<file path="config.mk">
export PLATFORM = sky130hd
export DESIGN_NAME = clock_divider_multi_flat
export DESIGN_NICKNAME = d
export VERILOG_FILES = /design/src/rtl/clock_divider_multi_if.sv /design/src/rtl/clock_divider_multi.sv /design/src/flat_wrapper.sv
export SDC_FILE = /design/constraint.sdc
export NUM_CORES = 1
export LEC_CHECK = 0
export ABC_AREA = 1
export BUFFER_PORTS_ARGS = -buffer_cell sky130_fd_sc_hd__buf_2
export CAP_MARGIN = 40
export CORE_MARGIN = 2
export CORE_UTILIZATION = 56
export DETAILED_ROUTE_END_ITERATION = 16
export GPL_ROUTABILITY_DRIVEN = 0
export PLACE_DENSITY_LB_ADDON = 0.08
export SYNTH_ARGS = -nofsm -noshare
export SYNTH_HDL_FRONTEND = slang
export SYNTH_SLANG_ARGS = --single-unit
export TNS_END_PERCENT = 20
</file>
<file path="constraint.sdc">
create_clock -name clk_in -period 3.5 [get_ports clk_in]
set_input_delay 0.35 -clock clk_in [delete_from_list [all_inputs] [get_ports clk_in]]
set_output_delay 0.35 -clock clk_in [all_outputs]
set_load 0.02 [all_outputs]
</file>
<file path="src/rtl/clock_divider_multi_if.sv">
// Configuration and waveform signals of the multi-channel clock divider.
// Slice i of ratio/high_cnt is bits [i*CNT_W +: CNT_W] and belongs to channel i.
interface clock_divider_multi_if #(
  parameter int NUM_CH = 4,
  parameter int CNT_W  = 16
);
  logic [NUM_CH-1:0]       en;
  logic [NUM_CH-1:0]       load;
  logic [NUM_CH*CNT_W-1:0] ratio;
  logic [NUM_CH*CNT_W-1:0] high_cnt;
  logic [NUM_CH-1:0]       clk_out;
  logic [NUM_CH-1:0]       tick;
  logic [NUM_CH-1:0]       pending;

  modport master (
    output en, load, ratio, high_cnt,
    input  clk_out, tick, pending
  );

  modport slave (
    input  en, load, ratio, high_cnt,
    output clk_out, tick, pending
  );
endinterface

</file>
<file path="src/rtl/clock_divider_multi.sv">
// Multi-channel programmable clock divider with per-channel duty, enable and
// boundary-synchronised reconfiguration.
//
// state | meaning
// IDLE  | channel stopped, outputs low, loads write the active config directly
// RUN   | counting 0..act_ratio-1, loads are held pending until the next wrap
module clock_divider_multi #(
  parameter int NUM_CH = 4,
  parameter int CNT_W  = 16
) (
  input  logic                 clk_in,
  input  logic                 reset,
  clock_divider_multi_if.slave bus
);

  typedef enum logic {IDLE, RUN} state_t;

  state_t             state_q     [NUM_CH];
  logic [CNT_W-1:0]   cnt_q       [NUM_CH];
  logic [CNT_W-1:0]   act_ratio_q [NUM_CH];
  logic [CNT_W-1:0]   act_high_q  [NUM_CH];
  logic [CNT_W-1:0]   pnd_ratio_q [NUM_CH];
  logic [CNT_W-1:0]   pnd_high_q  [NUM_CH];
  logic [NUM_CH-1:0]  pend_q;
  logic [NUM_CH-1:0]  clk_q;
  logic [NUM_CH-1:0]  tick_q;

  logic [CNT_W-1:0]   ld_ratio    [NUM_CH];
  logic [CNT_W-1:0]   ld_high     [NUM_CH];
  logic [CNT_W-1:0]   cnt_inc     [NUM_CH];
  logic [NUM_CH-1:0]  last;

  // Ratios below 2 are clamped so act_ratio-1 is always at least 1.
  always_comb begin
    for (int i = 0; i < NUM_CH; i++) begin
      ld_ratio[i] = bus.ratio[i*CNT_W +: CNT_W];
      if (ld_ratio[i] < CNT_W'(2))
        ld_ratio[i] = CNT_W'(2);
      ld_high[i] = bus.high_cnt[i*CNT_W +: CNT_W];
      cnt_inc[i] = cnt_q[i] + CNT_W'(1);
      last[i]    = (cnt_q[i] == (act_ratio_q[i] - CNT_W'(1)));
    end
  end

  always_ff @(posedge clk_in) begin
    for (int i = 0; i < NUM_CH; i++) begin
      if (reset) begin
        state_q[i]     <= IDLE;
        cnt_q[i]       <= '0;
        act_ratio_q[i] <= CNT_W'(2);
        act_high_q[i]  <= CNT_W'(1);
        pnd_ratio_q[i] <= CNT_W'(2);
        pnd_high_q[i]  <= CNT_W'(1);
        pend_q[i]      <= 1'b0;
        clk_q[i]       <= 1'b0;
        tick_q[i]      <= 1'b0;
      end else begin
        case (state_q[i])
          IDLE: begin
            cnt_q[i]  <= '0;
            clk_q[i]  <= 1'b0;
            tick_q[i] <= 1'b0;
            if (bus.load[i]) begin
              act_ratio_q[i] <= ld_ratio[i];
              act_high_q[i]  <= ld_high[i];
            end
            if (bus.en[i]) begin
              state_q[i] <= RUN;
              tick_q[i]  <= 1'b1;
              clk_q[i]   <= bus.load[i] ? (ld_high[i] != '0) : (act_high_q[i] != '0);
            end
          end
          RUN: begin
            if (!bus.en[i]) begin
              state_q[i] <= IDLE;
              cnt_q[i]   <= '0;
              clk_q[i]   <= 1'b0;
              tick_q[i]  <= 1'b0;
              pend_q[i]  <= 1'b0;
              if (pend_q[i]) begin
                act_ratio_q[i] <= pnd_ratio_q[i];
                act_high_q[i]  <= pnd_high_q[i];
              end
              // A load while stopping is the newest config, so it overrides the commit.
              if (bus.load[i]) begin
                act_ratio_q[i] <= ld_ratio[i];
                act_high_q[i]  <= ld_high[i];
              end
            end else begin
              if (last[i]) begin
                cnt_q[i]  <= '0;
                tick_q[i] <= 1'b1;
                if (pend_q[i]) begin
                  act_ratio_q[i] <= pnd_ratio_q[i];
                  act_high_q[i]  <= pnd_high_q[i];
                  pend_q[i]      <= 1'b0;
                  clk_q[i]       <= (pnd_high_q[i] != '0);
                end else begin
                  clk_q[i]       <= (act_high_q[i] != '0);
                end
              end else begin
                cnt_q[i]  <= cnt_inc[i];
                tick_q[i] <= 1'b0;
                clk_q[i]  <= (cnt_inc[i] < act_high_q[i]);
              end
              // Placed after the wrap so a same-edge load re-arms pending for the next boundary.
              if (bus.load[i]) begin
                pnd_ratio_q[i] <= ld_ratio[i];
                pnd_high_q[i]  <= ld_high[i];
                pend_q[i]      <= 1'b1;
              end
            end
          end
          default: state_q[i] <= IDLE;
        endcase
      end
    end
  end

  assign bus.clk_out = clk_q;
  assign bus.tick    = tick_q;
  assign bus.pending = pend_q;

endmodule

</file>
<file path="src/flat_wrapper.sv">
// flat-port wrapper written by rule: the top's interface ports become plain ports
module clock_divider_multi_flat 
#(
  parameter int NUM_CH = 4,
  parameter int CNT_W  = 16
)
  (clk_in, reset, bus_en, bus_load, bus_ratio, bus_high_cnt, bus_clk_out, bus_tick, bus_pending);
  clock_divider_multi_if #(.NUM_CH(NUM_CH), .CNT_W(CNT_W)) bus_i ();
  input  logic clk_in;
  input  logic reset;
  input wire logic [$bits(bus_i.en)-1:0] bus_en;
  input wire logic [$bits(bus_i.load)-1:0] bus_load;
  input wire logic [$bits(bus_i.ratio)-1:0] bus_ratio;
  input wire logic [$bits(bus_i.high_cnt)-1:0] bus_high_cnt;
  output wire logic [$bits(bus_i.clk_out)-1:0] bus_clk_out;
  output wire logic [$bits(bus_i.tick)-1:0] bus_tick;
  output wire logic [$bits(bus_i.pending)-1:0] bus_pending;
  assign bus_i.en = bus_en;
  assign bus_i.load = bus_load;
  assign bus_i.ratio = bus_ratio;
  assign bus_i.high_cnt = bus_high_cnt;
  assign bus_clk_out = bus_i.clk_out;
  assign bus_tick = bus_i.tick;
  assign bus_pending = bus_i.pending;
  clock_divider_multi #(.NUM_CH(NUM_CH), .CNT_W(CNT_W)) u_core (.clk_in(clk_in), .reset(reset), .bus(bus_i));
endmodule
</file>
==> impl_metrics.csv <==
group,metric,value,unit
layout,multiInputGateArea,8760,µm²
power_and_ir_drop,ir_drop,0.642,mV
route,dr_total_vias,16641,
critical_path,max_stage_delay,0.43,ns
critical_path,cp_data_arrival_time,3.56,ns
route,drt_iter0_drc,944,
timing,setup_viol,0,
place,io_buffers,149,
clock_network,cts_resized,0,
critical_path,crit_chain,"ha_1, nand4_1, nor3_1, nand2_1, nor2_1, nand3_1, nor3_1, xnor2_1, inv_1, ha_1, nand2_1, nor4_1, nand2_1, nand2_1, nand2_1, nand2_1, a21oi_1",
critical_path,path_class,"reg2reg",
grt,antenna_found_initial,2,
clock_network,h-tree-depth,2,
logic_synthesis,synth-seq-cells,336,
place,pre_cts_slack,0.400,ns
clock_network,clk_latency,0.54,ns
route,drt-total-wl,46.6,mm
clock_network,cts.clk_slew.worst_paths,0.06,ns
timing,worst_pin_slew,0.872,ns
route,ant_nets,0,
logic_synthesis,synth_area_leaders,"edfxtp_1 47%, nand2_1 11%, inv_1 8.1%",
logic_synthesis,netlist_area,20500,µm²
clock_network,cts_sinks,336,
run_status,status,"finished clean",
floorplanning,die_h,195,µm
clock_network,clockRootBuffer,"clkbuf_16",
logic_synthesis,synth.most_common_cell,"nand2_1",
logic_synthesis,synth_top_cell_by_area,"edfxtp_1",
clock_network,cts_hold_buf,0,
layout,fin_util,64.1,%
timing,fin_ws,0.361,ns
layout,regArea,9970,µm²
grt,grt_pass1_wl,76.1,mm
job,cap_violations,0,
timing,finClkSkew,0.0144,ns
clock_network,cts_made_buffers,38,
timing,rsz0062_at_grt,"no",
floorplanning,num_io_pins,150,
timing,finalMaxSlewViolations,0,
logic_synthesis,synth.distinct_cells,52,
logic_synthesis,synth_edf_count,324,
layout,instances_no_fill,3240,
critical_path,cp_common_cell,"nand2_1",
floorplanning,die_area,38200,µm²
route,dr.pass1.iters,7,
clock_network,cts_tree,"done",
critical_path,startpoint_type,"register",
route,avgRoutedWirePerCell,14.4,µm
logic_synthesis,synthArstFlopShare,0,%
floorplanning,core,36300,µm²
timing,clock.fmax,319,MHz
layout,n_fill_cell,3139,
timing,hold_viol_final,0,
logic_synthesis,synthCells,2530,
place,dp_hpwl,35.7,mm
layout,syn_to_final_growth,13.5,%
timing,fin_setup_tns,0,ns
critical_path,slowest_stage,"edfxtp_1",
grt,grt_max_degree,34,
clock_network,cts_max_path_buffers,3,
route,via_per_inst,5.14,
grt,grt.total_usage,24.8,%
power_and_ir_drop,p_leak,11.2,nW
logic_synthesis,seq_area_frac_synth,48.6,%
critical_path,cp_max_fo,5,
hold_path,hp-class,"in2reg",
grt,grt_pass1_vias,15580,
floorplanning,floorplan.initialDensity,56.4,%
logic_synthesis,synth_top_area_share,47.4,%
grt,gr-total-overflow,0,
timing,slew_headroom,41.9,%
place,dp.cells,3169,
floorplanning,rows,70,
floorplanning,die_w,195,µm
timing,fin_crit,3.14,ns
logic_synthesis,synth_flop_cell,"edfxtp_1",
layout,nets,2947,
logic_synthesis,synthTopCellsByCount,"585 x nand2_1, 445 x inv_1, 397 x nor2_1",
logic_synthesis,synth_area_per_cell,8.11,µm²
clock_network,cts_setup_buffers,0,
critical_path,required,3.92,ns
layout,drive_gt1_share,10.5,%
timing,fin_crit_sh,89.7,%
power_and_ir_drop,power,10.3,mW
route,drc,0,
critical_path,cp-end-kind,"register",
power_and_ir_drop,p_per_area,442,nW/µm²
logic_synthesis,yosysWarnings,0,
-- layout make-up --
class,count,area share (%)
inverters,448,7.22
flip-flops and latches,336,42.8
diodes,2,0.0215
clock inverters,23,1.19
multi-input cells,1739,37.6
well taps,468,2.51
clock buffers,46,4.30
repair buffers,178,4.31
-- cell usage in the layout, fill, tap and decap left out, drive strengths merged, types with 4 or more instances in the layout --
cell	synthesis	layout
clkbuf	41	46
o21ai	46	46
nor3	43	43
a21oi	62	62
xnor2	40	40
conb	1	64
edfxtp	324	324
a41oi	5	5
nand3b	7	7
clkinvlp	0	4
nor2	410	410
dfxtp	12	12
xor2	78	78
clkinv	2	14
a31oi	34	34
buf	29	178
nand3	152	152
nand4	56	56
or2	17	17
bufinv	0	6
a21o	4	4
nor4	39	39
ha	68	68
inv	446	447
nand2	591	591
-- state kept, by name, summed over array words and instances, names as in the netlist --
| name | count |
|---|---|
| u_core.act_high_q | 64 |
| u_core.pnd_high_q | 64 |
| u_core.state_q | 4 |
| u_core.act_ratio_q | 64 |
| u_core.bus.tick | 4 |
| u_core.bus.pending | 4 |
| u_core.bus.clk_out | 4 |
| u_core.cnt_q | 64 |
| u_core.pnd_ratio_q | 64 |
-- cell families (layout without fill, tap and decap cells) --
family | count (synthesis) | in the layout | synth area share, %
adders and majority gates | 68 | 68 | 4.15
and+or+nand+nor | 1324 | 1324 | 27.5
AOI/OAI and AO/OA | 165 | 165 | 4.68
other | 1 | 66 | 0.0183
buffers and inverters | 518 | 695 | 10.0
xor gates and xnor gates | 118 | 118 | 5.04
DFF | 336 | 336 | 48.6
-- power breakdown --
| part | switching (mW) | total [mW] | leakage (nW) | internal, mW |
|---|---|---|---|---|
| registers | 0.183 | 4.88 | 3.47 | 4.70 |
| logic | 0.831 | 1.29 | 7.14 | 0.462 |
| clock network | 1.62 | 4.11 | 0.614 | 2.49 |
| total | 2.63 | 10.3 | 11.2 | 7.65 |
-- worst max-delay path, delay by kind of cell, from the launching register on --
| kind | cells | cell delay (ns) |
|---|---|---|
| compound gates | 1 | 0.06 |
| buf+inv | 1 | 0.08 |
| fa+ha+maj | 2 | 0.54 |
| simple gates | 12 | 1.71 |
| xor+xnor | 1 | 0.20 |
| flops | 1 | 0.43 |
-- routing by layer --
layer	vias up	wire length (µm)	GRT usage (%)
li1	8538	-	-
met5	-	0	0
met4	0	1360	8.85
met2	432	21500	40.7
met1	7589	21200	33.8
met3	82	2520	3.30
-- path summary, 6_finish.rpt --
path,start,to,slack (ns),cells after the start
setup / recovery,u_core.cnt_q[0][16],u_core.bus.clk_out[1],0.36,17
hold / removal,bus_high_cnt[13],u_core.act_high_q[0][13],0.1,3
setup reg to reg,u_core.cnt_q[0][16],u_core.bus.clk_out[1],0.36,17
hold reg to reg,u_core.pnd_ratio_q[0][14],u_core.act_ratio_q[0][14],0.51,2
-- metrics by stage --
step / cell area [µm²] / hold slack [ns]
3_3_place_gp: 21900 / 0.494
3_5_place_dp: 22000 / 0.499
2_1_floorplan: 20800 / 0.475
6_report: 23300 / 0.0955
4_1_cts: 23300 / 0.0615
5_1_grt: 23300 / 0.104
(Power assumes the default switching activity.)
